--- src/rtl/adc_sample_packer.sv ---
// ADC capture stage: arm/trigger gating, integer decimation, and packing of
// sample pairs into 24-bit words through a two-entry output buffer.
module adc_sample_packer #(
  parameter int pCOUNT_WIDTH = 20,
  parameter int pDECIM_WIDTH = 16
) (
  input  logic                    clk_adc,
  input  logic                    reset_n,
  input  logic [11:0]             adc_data,
  input  logic                    arm,
  input  logic                    trigger,
  input  logic [pDECIM_WIDTH-1:0] decimate,
  input  logic [pCOUNT_WIDTH-1:0] num_samples,
  output logic [23:0]             out_data,
  output logic                    out_last,
  output logic                    out_valid,
  input  logic                    out_ready,
  output logic                    capturing,
  output logic                    done,
  output logic                    overflow,
  output logic [pCOUNT_WIDTH-1:0] sample_count
);
  typedef enum logic [1:0] {IDLE = 2'd0, ARMED = 2'd1, CAPTURE = 2'd2, DONE = 2'd3} state_e;

  localparam logic [pCOUNT_WIDTH-1:0] CNT_ZERO = {pCOUNT_WIDTH{1'b0}};
  localparam logic [pCOUNT_WIDTH-1:0] CNT_ONE  = {{(pCOUNT_WIDTH-1){1'b0}}, 1'b1};
  localparam logic [pCOUNT_WIDTH-1:0] CNT_MAX  = {pCOUNT_WIDTH{1'b1}};
  localparam logic [pDECIM_WIDTH-1:0] DEC_ZERO = {pDECIM_WIDTH{1'b0}};
  localparam logic [pDECIM_WIDTH-1:0] DEC_ONE  = {{(pDECIM_WIDTH-1){1'b0}}, 1'b1};

  state_e                  state_q, state_d;
  logic                    arm_q, arm_d;
  logic [pDECIM_WIDTH-1:0] decim_q, decim_d, decim_cnt_q, decim_cnt_d;
  logic [pCOUNT_WIDTH-1:0] num_q, num_d, count_q, count_d;
  logic [11:0]             hold_q, hold_d;
  logic                    have_a_q, have_a_d;
  logic                    overflow_q, overflow_d;
  logic [23:0]             e0_data_q, e0_data_d, e1_data_q, e1_data_d;
  logic                    e0_last_q, e0_last_d, e1_last_q, e1_last_d;
  logic [1:0]              fill_q, fill_d;
  logic                    valid_q, valid_d, capturing_q, capturing_d, done_q, done_d;
  logic                    push_s, push_last_s, pop_s, final_s, clr_ovf_s;
  logic [23:0]             push_data_s;

  // Capture state machine: sampling, decimation and pair packing
  always_comb begin
    state_d     = state_q;
    arm_d       = arm;
    decim_d     = decim_q;
    num_d       = num_q;
    decim_cnt_d = decim_cnt_q;
    count_d     = count_q;
    hold_d      = hold_q;
    have_a_d    = have_a_q;
    clr_ovf_s   = 1'b0;
    push_s      = 1'b0;
    push_last_s = 1'b0;
    push_data_s = 24'h000000;
    final_s     = 1'b0;
    case (state_q)
      IDLE: begin
        if (arm && !arm_q) begin
          state_d     = ARMED;
          clr_ovf_s   = 1'b1;
          count_d     = CNT_ZERO;
          decim_cnt_d = DEC_ZERO;
          hold_d      = 12'h000;
          have_a_d    = 1'b0;
        end else begin
          state_d = IDLE;
        end
      end
      ARMED: begin
        if (!arm) begin
          state_d  = IDLE;
          have_a_d = 1'b0;
        end else if (trigger) begin
          decim_d = decimate;
          num_d   = num_samples;
          if (num_samples == CNT_ZERO) begin
            state_d = DONE;
          end else begin
            count_d     = CNT_ONE;
            decim_cnt_d = (decimate == DEC_ZERO) ? DEC_ZERO : DEC_ONE;
            if (num_samples == CNT_ONE) begin
              push_s      = 1'b1;
              push_data_s = {adc_data, 12'h000};
              push_last_s = 1'b1;
              have_a_d    = 1'b0;
              state_d     = DONE;
            end else begin
              hold_d   = adc_data;
              have_a_d = 1'b1;
              state_d  = CAPTURE;
            end
          end
        end else begin
          state_d = ARMED;
        end
      end
      CAPTURE: begin
        if (!arm) begin
          state_d  = IDLE;
          have_a_d = 1'b0;
        end else begin
          decim_cnt_d = (decim_cnt_q == decim_q) ? DEC_ZERO : decim_cnt_q + DEC_ONE;
          if (decim_cnt_q == DEC_ZERO) begin
            // count_q still holds the index of the sample being taken
            final_s = (count_q == num_q - CNT_ONE);
            count_d = (count_q == CNT_MAX) ? CNT_MAX : count_q + CNT_ONE;
            if (have_a_q) begin
              push_s      = 1'b1;
              push_data_s = {hold_q, adc_data};
              push_last_s = final_s;
              have_a_d    = 1'b0;
            end else if (final_s) begin
              push_s      = 1'b1;
              push_data_s = {adc_data, 12'h000};
              push_last_s = 1'b1;
            end else begin
              hold_d   = adc_data;
              have_a_d = 1'b1;
            end
            state_d = final_s ? DONE : CAPTURE;
          end else begin
            state_d = CAPTURE;
          end
        end
      end
      DONE: begin
        if (!arm) begin
          state_d = IDLE;
        end else begin
          state_d = DONE;
        end
      end
      default: state_d = IDLE;
    endcase
  end

  // Two-entry output buffer; entry 0 is the word presented downstream
  always_comb begin
    pop_s      = valid_q & out_ready;
    e0_data_d  = e0_data_q;
    e0_last_d  = e0_last_q;
    e1_data_d  = e1_data_q;
    e1_last_d  = e1_last_q;
    fill_d     = fill_q;
    overflow_d = clr_ovf_s ? 1'b0 : overflow_q;
    case (fill_q)
      2'd0: begin
        if (push_s) begin
          e0_data_d = push_data_s;
          e0_last_d = push_last_s;
          fill_d    = 2'd1;
        end else begin
          fill_d = 2'd0;
        end
      end
      2'd1: begin
        if (push_s && pop_s) begin
          e0_data_d = push_data_s;
          e0_last_d = push_last_s;
        end else if (push_s) begin
          e1_data_d = push_data_s;
          e1_last_d = push_last_s;
          fill_d    = 2'd2;
        end else if (pop_s) begin
          fill_d = 2'd0;
        end else begin
          fill_d = 2'd1;
        end
      end
      2'd2: begin
        if (pop_s) begin
          e0_data_d = e1_data_q;
          e0_last_d = e1_last_q;
          if (push_s) begin
            e1_data_d = push_data_s;
            e1_last_d = push_last_s;
          end else begin
            fill_d = 2'd1;
          end
        end else if (push_s) begin
          overflow_d = 1'b1;
        end else begin
          fill_d = 2'd2;
        end
      end
      default: fill_d = 2'd0;
    endcase
    valid_d     = (fill_d != 2'd0);
    capturing_d = (state_d == CAPTURE);
    done_d      = (state_d == DONE) && (fill_d == 2'd0);
  end

  // State and output registers
  always_ff @(posedge clk_adc or negedge reset_n) begin
    if (!reset_n) begin
      state_q     <= IDLE;
      arm_q       <= 1'b0;
      decim_q     <= DEC_ZERO;
      num_q       <= CNT_ZERO;
      decim_cnt_q <= DEC_ZERO;
      count_q     <= CNT_ZERO;
      hold_q      <= 12'h000;
      have_a_q    <= 1'b0;
      overflow_q  <= 1'b0;
      e0_data_q   <= 24'h000000;
      e0_last_q   <= 1'b0;
      e1_data_q   <= 24'h000000;
      e1_last_q   <= 1'b0;
      fill_q      <= 2'd0;
      valid_q     <= 1'b0;
      capturing_q <= 1'b0;
      done_q      <= 1'b0;
    end else begin
      state_q     <= state_d;
      arm_q       <= arm_d;
      decim_q     <= decim_d;
      num_q       <= num_d;
      decim_cnt_q <= decim_cnt_d;
      count_q     <= count_d;
      hold_q      <= hold_d;
      have_a_q    <= have_a_d;
      overflow_q  <= overflow_d;
      e0_data_q   <= e0_data_d;
      e0_last_q   <= e0_last_d;
      e1_data_q   <= e1_data_d;
      e1_last_q   <= e1_last_d;
      fill_q      <= fill_d;
      valid_q     <= valid_d;
      capturing_q <= capturing_d;
      done_q      <= done_d;
    end
  end

  assign out_data     = e0_data_q;
  assign out_last     = e0_last_q;
  assign out_valid    = valid_q;
  assign capturing    = capturing_q;
  assign done         = done_q;
  assign overflow     = overflow_q;
  assign sample_count = count_q;
endmodule

--- config.mk ---
export PLATFORM = sky130hd
export DESIGN_NAME = adc_sample_packer
export DESIGN_NICKNAME = d
export VERILOG_FILES = /design/src/rtl/adc_sample_packer.sv
export SDC_FILE = /design/constraint.sdc
export NUM_CORES = 1
export LEC_CHECK = 0
export BUFFER_PORTS_ARGS = -buffer_cell sky130_fd_sc_hd__buf_2
export CORE_MARGIN = 3
export CORE_UTILIZATION = 35
export DETAILED_ROUTE_END_ITERATION = 12
export PLACE_DENSITY = 0.6
export SYNTH_ARGS = -nofsm -noshare
export SYNTH_HDL_FRONTEND = slang
export SYNTH_SLANG_ARGS = --single-unit
--- constraint.sdc ---
create_clock -name clk_adc -period 4.25 [get_ports clk_adc]
set_input_delay 0.425 -clock clk_adc [delete_from_list [all_inputs] [get_ports clk_adc]]
set_output_delay 0.425 -clock clk_adc [all_outputs]
set_load 0.01 [all_outputs]
* After elaboration in Yosys (flattened, before gate mapping)
Cells that the tools add are included.
** Word-level totals
- Register bits :: 144
- Output and inout bits :: 49
- Logic and storage cells :: 167
** Operators by class
- Add/sub/neg operators :: 3
- Equal/unequal tests :: 27
- Mux-type cells :: 98
- Bitwise gates (word level) :: 1
- Reduce and logical (&&, ||, !) cells :: 21
** Operators by type and width (number)
- 2-to-1 mux 24 bit :: 14
- 2-to-1 mux 20 bit :: 7
- 2-to-1 mux 12 bit :: 9
- 2-to-1 mux 16 bit :: 6
- one-hot mux 24 bit (2 select lines) :: 2
- one-hot mux 24 bit (3 select lines) :: 1
- one-hot mux 20 bit (3 select lines) :: 1
- one-hot mux 16 bit (3 select lines) :: 1
- 2-to-1 mux 1 bit :: 40
- one-hot mux 12 bit (3 select lines) :: 1
- logical NOT 16 bit :: 2
- inequality test 2 bit, second input constant :: 13
- adder 20 x 1 -> 20 bit, second input constant :: 1
- equality test 20 x 1 -> 1 bit, second input constant :: 1
- equality test 20 bit :: 1
- equality test 20 bit, second input constant :: 1
- logical NOT 20 bit :: 1
- subtractor 20 x 1 -> 20 bit, second input constant :: 1
- 2-to-1 mux 2 bit :: 9
- adder 16 x 1 -> 16 bit, second input constant :: 1
- equality test 16 bit :: 1
- equality test 2 bit, second input constant :: 5
- AND reduction 10 bit :: 1
- inequality test 3 bit, second input constant :: 3
- other kinds (16) :: 27

* Depth between registers and ports, before layout
- Depth after elaboration :: 12
- Gate-level depth with buffers :: 12
- Gate-level depth less buffers :: 10

* Worst setup path before layout
OpenSTA, ideal clock, no wires.
- Path kind :: register -> register
- Start point :: reg num_q[0]
- End point :: reg e0_data_q[10], in the netlist out_data[10]
- Library setup time :: 0.125 ns
- Data arrival time :: 3.089 ns
- Path slack :: 1.036 ns
- Stages on the path, launching flop included :: 12
- Path buffers :: 1
- Clock period less this slack :: 3.214 ns
- Cell sequence :: dfrtp_1 -> inv_1 -> ha_1 -> or3b_2 -> nor4_1 -> xnor2_1 -> and4_1 -> o2111ai_2 -> o311ai_4 -> a41oi_4 -> buf_6 -> mux2_4
** Between the ends
- Longest elaborated chain between the ends :: 10
- Elaborated cells between the ends (all ways) :: 11
- Those cells by class :: add/sub (1); eq/ne (3); mux (5); reduce/logical (2)
** RTL lines
- start, declared :: RTL line 34 : logic [pCOUNT_WIDTH-1:0] num_q, num_d, count_q, count_d;
- start signal, assigned :: RTL line 221 : num_q <= num_d;
- subtractor 20 x 1 -> 20 bit * :: RTL line 109 : final_s = (count_q == num_q - CNT_ONE);
- equality test 20 bit * :: RTL line 109
- 2-to-1 mux 1 bit * :: RTL line 116 : end else if (final_s) begin
- 2-to-1 mux 1 bit * :: RTL line 111 : if (have_a_q) begin
- 2-to-1 mux 1 bit * :: RTL line 107 : if (decim_cnt_q == DEC_ZERO) begin
- 2-to-1 mux 1 bit * :: RTL line 102 : if (!arm) begin
- one-hot mux 1 bit (2 select lines) * :: RTL line 60 : case (state_q)
- logical AND 1 bit :: RTL line 161 : if (push_s && pop_s) begin
- inequality test 2 bit (no source line)
- AND reduction 4 bit (no source line) *
- end signal, assigned :: RTL line 227 : e0_data_q <= e0_data_d;
- end, declared :: RTL line 38 : logic [23:0] e0_data_q, e0_data_d, e1_data_q, e1_data_d;
Every way passes the cells marked *; elsewhere a longest branch is shown, timed or not.
A chain may end at the register's enable or synchronous reset.

* Worst setup path in the final report
- Start point :: reg num_q[0]
- End point :: reg e0_data_q[19], in the netlist out_data[19]
** Between the ends
- Longest elaborated chain between the ends :: 10
- Elaborated cells between the ends (all ways) :: 19
- Those cells by class :: add/sub (1); eq/ne (3); mux (13); reduce/logical (2)
** RTL lines (RTL line)
- subtractor 20 x 1 -> 20 bit * :: 109
- equality test 20 bit * :: 109
- 2-to-1 mux 1 bit :: 116
- 2-to-1 mux 1 bit :: 111
- 2-to-1 mux 1 bit :: 107
- 2-to-1 mux 1 bit :: 102
- one-hot mux 1 bit (2 select lines) :: 60
- logical AND 1 bit :: 161
- inequality test 2 bit (no source line)
- AND reduction 4 bit (no source line)
Every way passes the cells marked *; elsewhere a longest branch is shown, timed or not. The select of a mux whose other input is x is not followed.

==> impl_results.md <==
- Status: finished, final reports clean
- Final setup fails: 0
- Post-synth top cells: dfrtp_1 (144), mux2_2 (75), nand2_1 (60), nor2_1 (42), inv_1 (40)
- Die X-Extent: between 150 and 200 um
- Post-DR vias/cell: 5.463
- Synthesized area: around 8100 um^2
- Worst Path Arrival: between 4 and 5 ns
- Most frequent cell after synthesis: dfrtp_1
- Final Cell Area: around 9500 um^2
- Final hold violations: 0
- Top FF cell, synth: dfrtp_1
- Row cnt: 55
- RSZ-0062 raised after global routing: false
- Total number of yosys warnings: 0
- Logic pwr share: 30.0%
- Initial antenna violation count: 0
- Starting Density: between 30% and 40%
- Total net switching power: between 1.5 and 2 mW
- Final Skew: approximately 0.016 ns
- Vias in the first global route: around 6.4k
- Yosys reg bits: ~140
- Power Total: 4.902 mW
- Leak: between 4 and 5 nW
- Initial DRC Count: ~450
- Fin nets: between 900 and 1k
- Area delta synth->final: 16.92%
- CTS tree: built
- Global Route Usage Sum: roughly 17%
- CTS buffer count: 17
- Final Max Slew Viols: 0
- Hold Crit Class: input pin to asynchronous set/reset pin
- Drt wl/cell: between 15 and 20 um
- Worst-Margin Slew: approximately 1.1 ns
- GRT overflow: 0
- H-tree levels: 4
- Share of cells above drive strength 1: between 20% and 30%
- Via Count: approximately 6.5k
- DRT antenna net count: 0
- CP required: ~4.6 ns
- Pre-CTS setup slack: just under 0.5 ns
- Cell count after placement: between 1k and 1.5k
- Worst Setup End Kind: register
- Post-CTS Setup Bufs: 0
- Worst-Skew Late Latency: about 0.43 ns
- Worst reg-to-reg path cell count: 11
- Fmax: about 260 MHz
- GPL Wtd Cong: 0.8409
- Final std cells w/o fill: approximately 1.2k
- Detailed placement HPWL: about 15000 um
- Reg2Reg Setup Slack: ~0.44 ns
- Core area: about 23000 um^2
- Slew headroom: between 20 and 30%
- DR DRC count: 0
- Drt pass-1 iters: 5
- Final worst slack: around 0.44 ns
- Clock buffer depth: 2
- EDFF count, synth: 0
- Kind of critical path: register to register
- Syn Inst Count: about 800
- Cts repair resizes: 0
- Die span in y: roughly 160 um
- Clk network pwr share: between 30% and 40%
- Overall die area: approximately 25000 um^2
- Total clock sinks: about 140
- Mean post-synth cell area: 10.12 um^2
- P per Cell Area: roughly 520 nW/um^2
- Sequential-to-total area share from yosys stat: approximately 44%
- Unique cell type count in the Yosys netlist: between 60 and 70
- Final wirelength: between 20000 and 25000 um
- Max Cap Viol: 0
- Clk root buf: clkbuf_16
- Flop pwr share: between 30% and 40%
- CP max FO: 16
- Total Neg Setup Slack: 0 ns
- Pin count of the biggest net entering global routing: 78
- Synth area leaders: dfrtp_1 (44%), mux2_2 (10%), mux2i_1 (3.0%), nand2_1 (2.8%), xnor2_1 (2.7%)
- Pint: ~3.1 mW
- IO Port Bufs: 101
- Crit start category: register
- Final min period: roughly 3.8 ns
- Switch share: approximately 36%
- Placed inst area: 8914 um^2
- Fin crit share: between 80 and 90%
- Global-route wire length before repair: approximately 34000 um
- Cell accounting for the most synthesized area: dfrtp_1
- Antenna Cells: 0
- Asr flop ratio synth: between 90% and 100%
- Top cell type's share of synthesized area: 44.41%
- Hold-fix buffers at CTS: 0
- Io pins: 102
- Peak supply drop: 0.2940 mV
- CTS clk-pin slew, worst paths: around 0.07 ns
- Syn Nets: around 870
final timing paths:
path | startpoint | endpoint
worst max-delay path | num_q[0] | out_data[19]
worst min-delay path | reset_n | e1_data_q[22]
worst max register to register | num_q[0] | out_data[19]
worst min register to register | e1_data_q[13] | e1_data_q[13]
max in group asynchronous | reset_n | sample_count[5]
min in group clk_adc | arm | arm_q
through the flow:
stage	hold slack, ns	util [%]
after floorplan	0.1294	-
after global placement	0.4743	39.25
after detailed placement	0.4709	39.25
after CTS	0.06497	41.77
after global routing	0.09876	41.77
final	0.02938	41.77
flip-flops by register name (all words and copies together), names as in the netlist, 2 cells and up:
name          cells
hold_q           12
fill_q            2
sample_count     20
e1_data_q        24
num_q            20
out_data         24
decim_q          16
decim_cnt_q      16
state_q           2
final cells by class:
| class | instances | area [um^2] |
|---|---|---|
| repair buffers | 116 | 636.9 |
| clock inverters | 14 | 143.9 |
| well taps | 285 | 356.6 |
| inverters | 40 | 150.1 |
| fillers | 2236 | 13220 |
| clock buffers | 18 | 429.2 |
| multi-input cells | 572 | 4167 |
| flip-flops and latches | 144 | 3603 |
cell usage in the layout (no fill, tap or decap), drive strengths merged, types with 5 or more instances in the layout:
| cell | instances |
|---|---|
| dfrtp | 144 |
| buf | 116 |
| mux2 | 84 |
| nand2 | 60 |
| inv | 48 |
| nor2 | 42 |
| a21oi | 39 |
| o21ai | 28 |
| xnor2 | 25 |
| xor2 | 24 |
| mux2i | 24 |
| and3 | 23 |
| nand3 | 23 |
| nor4 | 22 |
| a31oi | 22 |
| o31ai | 20 |
| clkbuf | 18 |
| nor3 | 15 |
| nand4 | 15 |
| a22o | 13 |
| ha | 10 |
| or3 | 9 |
| nand2b | 7 |
| and2 | 6 |
| and4 | 5 |
| o22a | 5 |
layer usage:
metal | wire length (um) | track usage [%] | up-vias
li1 | - | - | 3098
met1 | 10080 | 24.41 | 3234
met2 | 9753 | 26.73 | 141
met3 | 872 | 3.044 | 23
met4 | 274 | 5.039 | 0
met5 | 0 | 0 | -
power by group through the flow:
| stage | logic, mW | clock network [mW] | registers [mW] |
|---|---|---|---|
| after floorplan | 1.13 | 0 | 1.86 |
| final | 1.47 | 1.48 | 1.95 |
| after detailed placement | 1.46 | 0 | 1.96 |
| after CTS | 1.47 | 1.52 | 1.94 |
| after global routing | 1.65 | 1.58 | 1.99 |
| after global placement | 1.45 | 0 | 1.96 |
critical path, cell delays in order (launching register included):
cell	delay [ns]
dfrtp_1	0.44
inv_1	0.08
ha_1	0.22
or3b_2	0.49
nor4_1	0.34
xnor2_1	0.20
and4_1	0.23
o2111ai_2	0.20
o311ai_4	0.49
a41oi_4	0.46
buf_4	0.38
mux2i_1	0.14
cell families (layout without fill, tap and decap cells):
group / count (synthesis) / in the layout / synth area share, %
AOI/OAI and AO/OA: 160 / 160 / 13.63
adders and majority gates: 10 / 10 / 1.542
and+or+nand+nor: 245 / 245 / 15.84
buffers and inverters: 86 / 188 / 4.302
xor gates and xnor gates: 49 / 49 / 5.289
muxes: 108 / 108 / 14.99
DFF: 144 / 144 / 44.41
Note: power is estimated with default switching activity, not from simulation.
